### src/rtl/assert_pkg.sv
// ============================================================================
// assert_pkg : shared FSM encoding and message colour codes for assert_sched
// Rev 1.0
// ============================================================================
`default_nettype none

package assert_pkg;

    typedef enum logic [1:0] {
        ST_IDLE  = 2'd0,
        ST_ARMED = 2'd1,
        ST_DRAIN = 2'd2,
        ST_HALT  = 2'd3
    } sched_state_t;

    localparam string c_esc_red   = "\033[31m";
    localparam string c_esc_reset = "\033[0m";

endpackage

`default_nettype wire

### src/rtl/assert_sched_rr_arbiter.sv
// ============================================================================
// rr_arbiter : round-robin index picker, search begins at ptr and wraps
// Rev 1.0
// ============================================================================
`default_nettype none

module rr_arbiter #(
    parameter int N = 8
) (
    input  logic [N-1:0]         req,
    input  logic [$clog2(N)-1:0] ptr,
    output logic [$clog2(N)-1:0] grant,
    output logic                 any_req
);

    localparam int IW = $clog2(N);
    localparam logic [IW:0] c_num = (IW+1)'(N);

    logic [IW:0] w_sum;
    logic [IW:0] w_idx;

    // Scan from farthest offset to nearest so the nearest requester wins.
    always_comb begin
        grant   = '0;
        any_req = |req;
        w_sum   = '0;
        w_idx   = '0;
        for (int i = N - 1; i >= 0; i--) begin
            w_sum = {1'b0, ptr} + (IW+1)'(i);
            w_idx = (w_sum >= c_num) ? (w_sum - c_num) : w_sum;
            if (req[w_idx[IW-1:0]]) begin
                grant = w_idx[IW-1:0];
            end
        end
    end

endmodule

`default_nettype wire

### src/rtl/assert_sched.sv
// ============================================================================
// assert_sched : collects checker fires, serialises reports, sequences halt
// Optional: ASSERT_SCHED_FINISH_EN prints a red HALT message and calls $finish
// Rev 1.0
// ============================================================================
`default_nettype none

module assert_sched
    import assert_pkg::*;
#(
    parameter int NUM_CHK      = 8,
    parameter int CNT_W        = 8,
    parameter int MAX_FAILS    = 1,
    parameter int DRAIN_CYCLES = 4
) (
    input  logic                       clk,
    input  logic                       reset_,
    input  logic                       arm,
    input  logic [NUM_CHK-1:0]         chk_fire,
    input  logic                       cfg_we,
    input  logic [NUM_CHK-1:0]         cfg_mask,
    output logic                       rpt_valid,
    output logic [$clog2(NUM_CHK)-1:0] rpt_id,
    input  logic                       rpt_ready,
    output logic [CNT_W-1:0]           fail_cnt,
    output logic                       rpt_ovf,
    output logic [1:0]                 state,
    output logic                       halt_req
);

    localparam int ID_W = $clog2(NUM_CHK);
    localparam int DR_W = $clog2(DRAIN_CYCLES + 1);
    localparam logic [CNT_W-1:0] c_cnt_max    = '1;
    localparam logic [CNT_W-1:0] c_max_fails  = CNT_W'(MAX_FAILS);
    localparam logic [DR_W-1:0]  c_drain_load = DR_W'(DRAIN_CYCLES - 1);
    localparam logic [ID_W-1:0]  c_last_id    = ID_W'(NUM_CHK - 1);

    sched_state_t       r_state, w_state_next;
    logic [NUM_CHK-1:0] r_mask;
    logic [NUM_CHK-1:0] r_pend, w_pend_next;
    logic [ID_W-1:0]    r_ptr;
    logic [CNT_W-1:0]   r_cnt;
    logic [DR_W-1:0]    r_drain, w_drain_next;
    logic               r_ovf;

    logic [ID_W-1:0]    w_grant;
    logic               w_any;
    logic               w_valid;
    logic               w_accept;
    logic [NUM_CHK-1:0] w_fire;
    logic [NUM_CHK-1:0] w_acc_vec;
    logic [CNT_W-1:0]   w_cnt_inc;
    logic [ID_W-1:0]    w_ptr_next;

    rr_arbiter #(.N(NUM_CHK)) u_arb (
        .req     (r_pend),
        .ptr     (r_ptr),
        .grant   (w_grant),
        .any_req (w_any)
    );

    assign w_valid    = w_any && (r_state != ST_HALT);
    assign w_accept   = w_valid && rpt_ready;
    assign w_fire     = ((r_state == ST_ARMED) || (r_state == ST_DRAIN)) ? (chk_fire & r_mask) : '0;
    assign w_acc_vec  = w_accept ? (NUM_CHK'(1) << w_grant) : '0;
    assign w_cnt_inc  = (r_cnt == c_cnt_max) ? r_cnt : (r_cnt + 1'b1);
    assign w_ptr_next = (w_grant == c_last_id) ? '0 : (w_grant + 1'b1);

    // A fire on the bit being accepted re-sets it: set has priority over clear.
    always_comb begin
        w_state_next = r_state;
        w_drain_next = r_drain;
        w_pend_next  = (r_pend & ~w_acc_vec) | w_fire;
        case (r_state)
            ST_IDLE: begin
                if (arm) w_state_next = ST_ARMED;
            end
            ST_ARMED: begin
                if (!arm) begin
                    w_state_next = ST_IDLE;
                    w_pend_next  = '0;
                end else if (w_accept && (w_cnt_inc >= c_max_fails)) begin
                    w_state_next = ST_DRAIN;
                    w_drain_next = c_drain_load;
                end
            end
            ST_DRAIN: begin
                if (r_drain == '0) w_state_next = ST_HALT;
                else               w_drain_next = r_drain - 1'b1;
            end
            ST_HALT: begin
                w_state_next = ST_HALT;
            end
            default: w_state_next = ST_IDLE;
        endcase
    end

    always_ff @(posedge clk) begin
        if (!reset_) begin
            r_state <= ST_IDLE;
            r_mask  <= '1;
            r_pend  <= '0;
            r_ptr   <= '0;
            r_cnt   <= '0;
            r_drain <= '0;
            r_ovf   <= 1'b0;
        end else begin
            r_state <= w_state_next;
            r_pend  <= w_pend_next;
            r_drain <= w_drain_next;
            if (cfg_we) r_mask <= cfg_mask;
            if (w_accept) begin
                r_ptr <= w_ptr_next;
                r_cnt <= w_cnt_inc;
            end
            if (|(w_fire & r_pend)) r_ovf <= 1'b1;
        end
    end

`ifdef ASSERT_SCHED_FINISH_EN
    logic [ID_W-1:0] r_last_id;

    always_ff @(posedge clk) begin
        if (!reset_)       r_last_id <= '0;
        else if (w_accept) r_last_id <= w_grant;
    end

    always_ff @(posedge clk) begin
        if (reset_ && (r_state != ST_HALT) && (w_state_next == ST_HALT)) begin
            $display("%s%m: state=HALT fail_cnt=%0d last rpt_id=%0d%s", c_esc_red,
                     w_accept ? w_cnt_inc : r_cnt, w_accept ? w_grant : r_last_id, c_esc_reset);
            $finish;
        end
    end
`endif

    assign rpt_valid = w_valid;
    assign rpt_id    = w_grant;
    assign fail_cnt  = r_cnt;
    assign rpt_ovf   = r_ovf;
    assign state     = r_state;
    assign halt_req  = (r_state == ST_HALT);

endmodule

`default_nettype wire
### config.mk
export PLATFORM = sky130hd
export DESIGN_NAME = assert_sched
export DESIGN_NICKNAME = d
export VERILOG_FILES = /design/src/rtl/assert_pkg.sv /design/src/rtl/assert_sched_rr_arbiter.sv /design/src/rtl/assert_sched.sv
export SDC_FILE = /design/constraint.sdc
export NUM_CORES = 1
export LEC_CHECK = 0
export CORE_AREA = 2 2 109 111
export CTS_BUF_LIST = sky130_fd_sc_hd__clkbuf_8
export CTS_CLUSTER_DIAMETER = 50
export DETAILED_ROUTE_END_ITERATION = 7
export DIE_AREA = 0 0 111 113
export PLACE_DENSITY = 0.42
export REMOVE_ABC_BUFFERS = 1
export SLEW_MARGIN = 20
export SYNTH_ARGS = -nofsm -noshare
export SYNTH_HDL_FRONTEND = slang
export SYNTH_SLANG_ARGS = --single-unit
### constraint.sdc
create_clock -name clk -period 6 [get_ports clk]
set_input_delay 1.8 -clock clk [delete_from_list [all_inputs] [get_ports clk]]
set_output_delay 1.8 -clock clk [all_outputs]
set_load 0.05 [all_outputs]
==> metrics.md <==
| Metric | Value |
|---|---|
| Number of remaining DRC errors | 0 |
| CP Data Required Time | 4.20 ns |
| Skew-Pair Late Insertion Delay | 0.29 ns |
| Final Max Tran Viols | 0 |
| Status | complete, no violations |
| Worst Path Max Fanout | 13 |
| CTS Sinks | 33 |
| Post-synthesis sequential area ratio | 24.0% |
| Post-synth top area share | 24.0% |
| Drt wl/cell | 15.3 µm |
| Post-cts resize count | 0 |
| Die X | 111 µm |
| Leak pwr | 1.22 nW |
| Min-delay src | r_mask[0] |
| RSZ-0062 raised after global routing | false |
| First-pass GRT wire length | 13.0 mm |
| Met3 WL | 207 µm |
| # Max-Cap Violations | 0 |
| Die area | 12500 µm² |
| Final total negative setup slack | 0 ns |
| Drt pass-1 iters | 4 |
| Vias per cell | 5.11 |
| Post-synth EDFFs | 0 |
| CP Launch Type | flip-flop |
| Initial antenna violation count | 0 |
| Worst r2r src | r_ptr[1] |
| Antenna fix cells | 0 |
| WL final | 7.64 mm |
| Setup slack at placement | 0.826 ns |
| Reg2Reg Setup Slack | 2.18 ns |
| Routed Antenna Nets | 0 |
| FF/Latch Area | 661 µm² |
| Worst Hold Class | flip-flop to flip-flop |
| Wl on met1 | 3.52 mm |
| Mapped Area | 2760 µm² |
| Most used DFF post-synth | dfxtp_1 |
| CTS Buffer Depth | 2 |
| Row count | 39 |
| Register bit total from synthesis | 33 |
| Worst IR Drop VDD | 0.265 mV |
| FFs w/ async S/R, synth | 0% |
| Crit end category | output pin |
| Clock share of power | 9.7% |
| Cts hold-fix bufs | 0 |
| Count of final hold-check violations | 0 |
| Cell variety after synth | 59 |
| Worst setup startpoint | r_ptr[1] |
| Slew @ Worst Pin | 0.805 ns |
| WS Path Type | flip-flop to output pin |
| Area Overhead vs Synth | 20.7% |
| Final min period | 5.50 ns |
| CTS HTree Levels | 2 |
| Placed Area | 3240 µm² |
| GRT overflow | 0 |
| Tcrit/Tclk final | 91.7% |
| Sw power | 860 µW |
| Footprint of the multi-input gates | 1930 µm² |
| Rel. slew slack | 46.3% |
| Ranking of synthesized cells by area | dfxtp_1 24%, ha_1 7.7%, mux2i_1 7.3% |
| Placed cell count | 491 |
| Global-route usage over all layers | 12.5% |
| Finished Layout Cells | 499 |
| Starting Density | 24.5% |
| Clock slew at reported path FFs | 0.07 ns |
| GPL Wtd Cong | 0.826 |
| Vias in the first global route | 2563 |
| Yosys Warn Count | 0 |
| I/O pins | 37 |
| Final Util | 29.5% |
| Largest net degree at the start of global routing | 19 |
| Fillcell total | 1202 |
| Hold Slack | 0.469 ns |
| Final worst slack | 0.499 ns |
| Share of cells above drive strength 1 | 8.99% |
| Synthesized area per cell | 8.46 µm² |
| Combinational share of power | 70.9% |
| CTS tree | yes |
| I/O Buffers | 36 |
| WP data arrival | 3.70 ns |
| Top sig layer | met4 |
| List of most frequent post-synthesis cells | 38 x nand2_1, 33 x dfxtp_1, 21 x a21oi_1 |
| Clk_skew | 0.00862 ns |
| Design area | 3330 µm² |
| Setup Buffers After CTS | 0 |
| Fmax | 182 MHz |
| DP HPWL | 5.78 mm |
| Clk root buf | clkbuf_8 |
| Seq pwr share | 19.4% |
| Wire length on met2 | 3.75 mm |
| Synth area leader | dfxtp_1 |
| Final #Nets | 393 |
| Vias | 2551 |
| Total core area | 11300 µm² |
| Cts bufs inserted | 5 |
| Final setup viols | 0 |
| Sw Share | 51.1% |
| Cells after synthesis | 326 |
| Most common cell in the netlist | nand2_1 |
| DR iter-0 viols | 135 |
| Tot Pwr | 1.68 mW |
| Internal power | 822 µW |
| Die H | 113 µm |
| PwrDens | 506 nW/µm² |
worst max-delay path: stages, from the launching register on:
cell	delay, ns
dfxtp_1	0.33
inv_1	0.11
ha_1	0.62
mux4_1	0.68
a22oi_1	0.25
a21boi_1	0.27
a311o_1	0.32
nand2_1	0.12
clkdlybuf4s50_1	0.72
area by class of cell:
cell class | instances | share of cell area [%]
Timing Repair Buffer | 40 | 12.0
Clock buffer | 5 | 2.07
Inverter | 20 | 2.26
Tap cell | 143 | 5.38
Clock inverter | 3 | 0.414
Sequential cell | 33 | 19.9
Multi-Input combinational cell | 255 | 58.1
state kept, by name, summed over array words and instances, names as in the netlist:
signal    cells
r_ptr         3
state         2
r_pend        8
fail_cnt      8
r_drain       3
r_mask        8
rpt_ovf       1
logic make-up (layout without fill, tap and decap cells):
kind of cell	count (synthesis)	after routing	synth area share [%]
mux	39	39	19.1
buf+inv	38	68	5.99
flops	33	33	24.0
fa+ha+maj	17	17	7.72
simple gates	103	103	18.5
compound gates	90	90	22.9
xor+xnor	6	6	1.91
placed cells by master, fill, tap and decap left out, drive strengths merged, types with 10 or more instances in the layout:
| cell | instances |
|---|---|
| inv | 21 |
| ha | 17 |
| a21oi | 21 |
| clkdlybuf4s50 | 34 |
| nand2 | 38 |
| dfxtp | 33 |
| nand3 | 10 |
| nor2 | 17 |
| o21ai | 22 |
| mux2i | 21 |
power groups by stage:
stage,sequential [mW],combinational (mW),clock [mW]
floorplan,0.368,0.777,0
global placement,0.331,1.19,0
detailed placement,0.331,1.20,0
CTS,0.326,1.20,0.172
global route,0.336,1.31,0.182
finish,0.327,1.19,0.163
path summary, 6_finish.rpt:
path                    end  cells after the start
setup / recovery  rpt_id[2]                      8
hold / removal    r_mask[0]                      2
setup reg to reg  r_pend[7]                     12
hold reg to reg   r_mask[0]                      2
routing by layer:
metal	track usage, %	up-vias
met2	21.8	56
met4	3.92	0
met3	2.09	9
li1	-	1276
met5	0	-
met1	16.0	1210
Note: power is estimated with default switching activity, not from simulation.
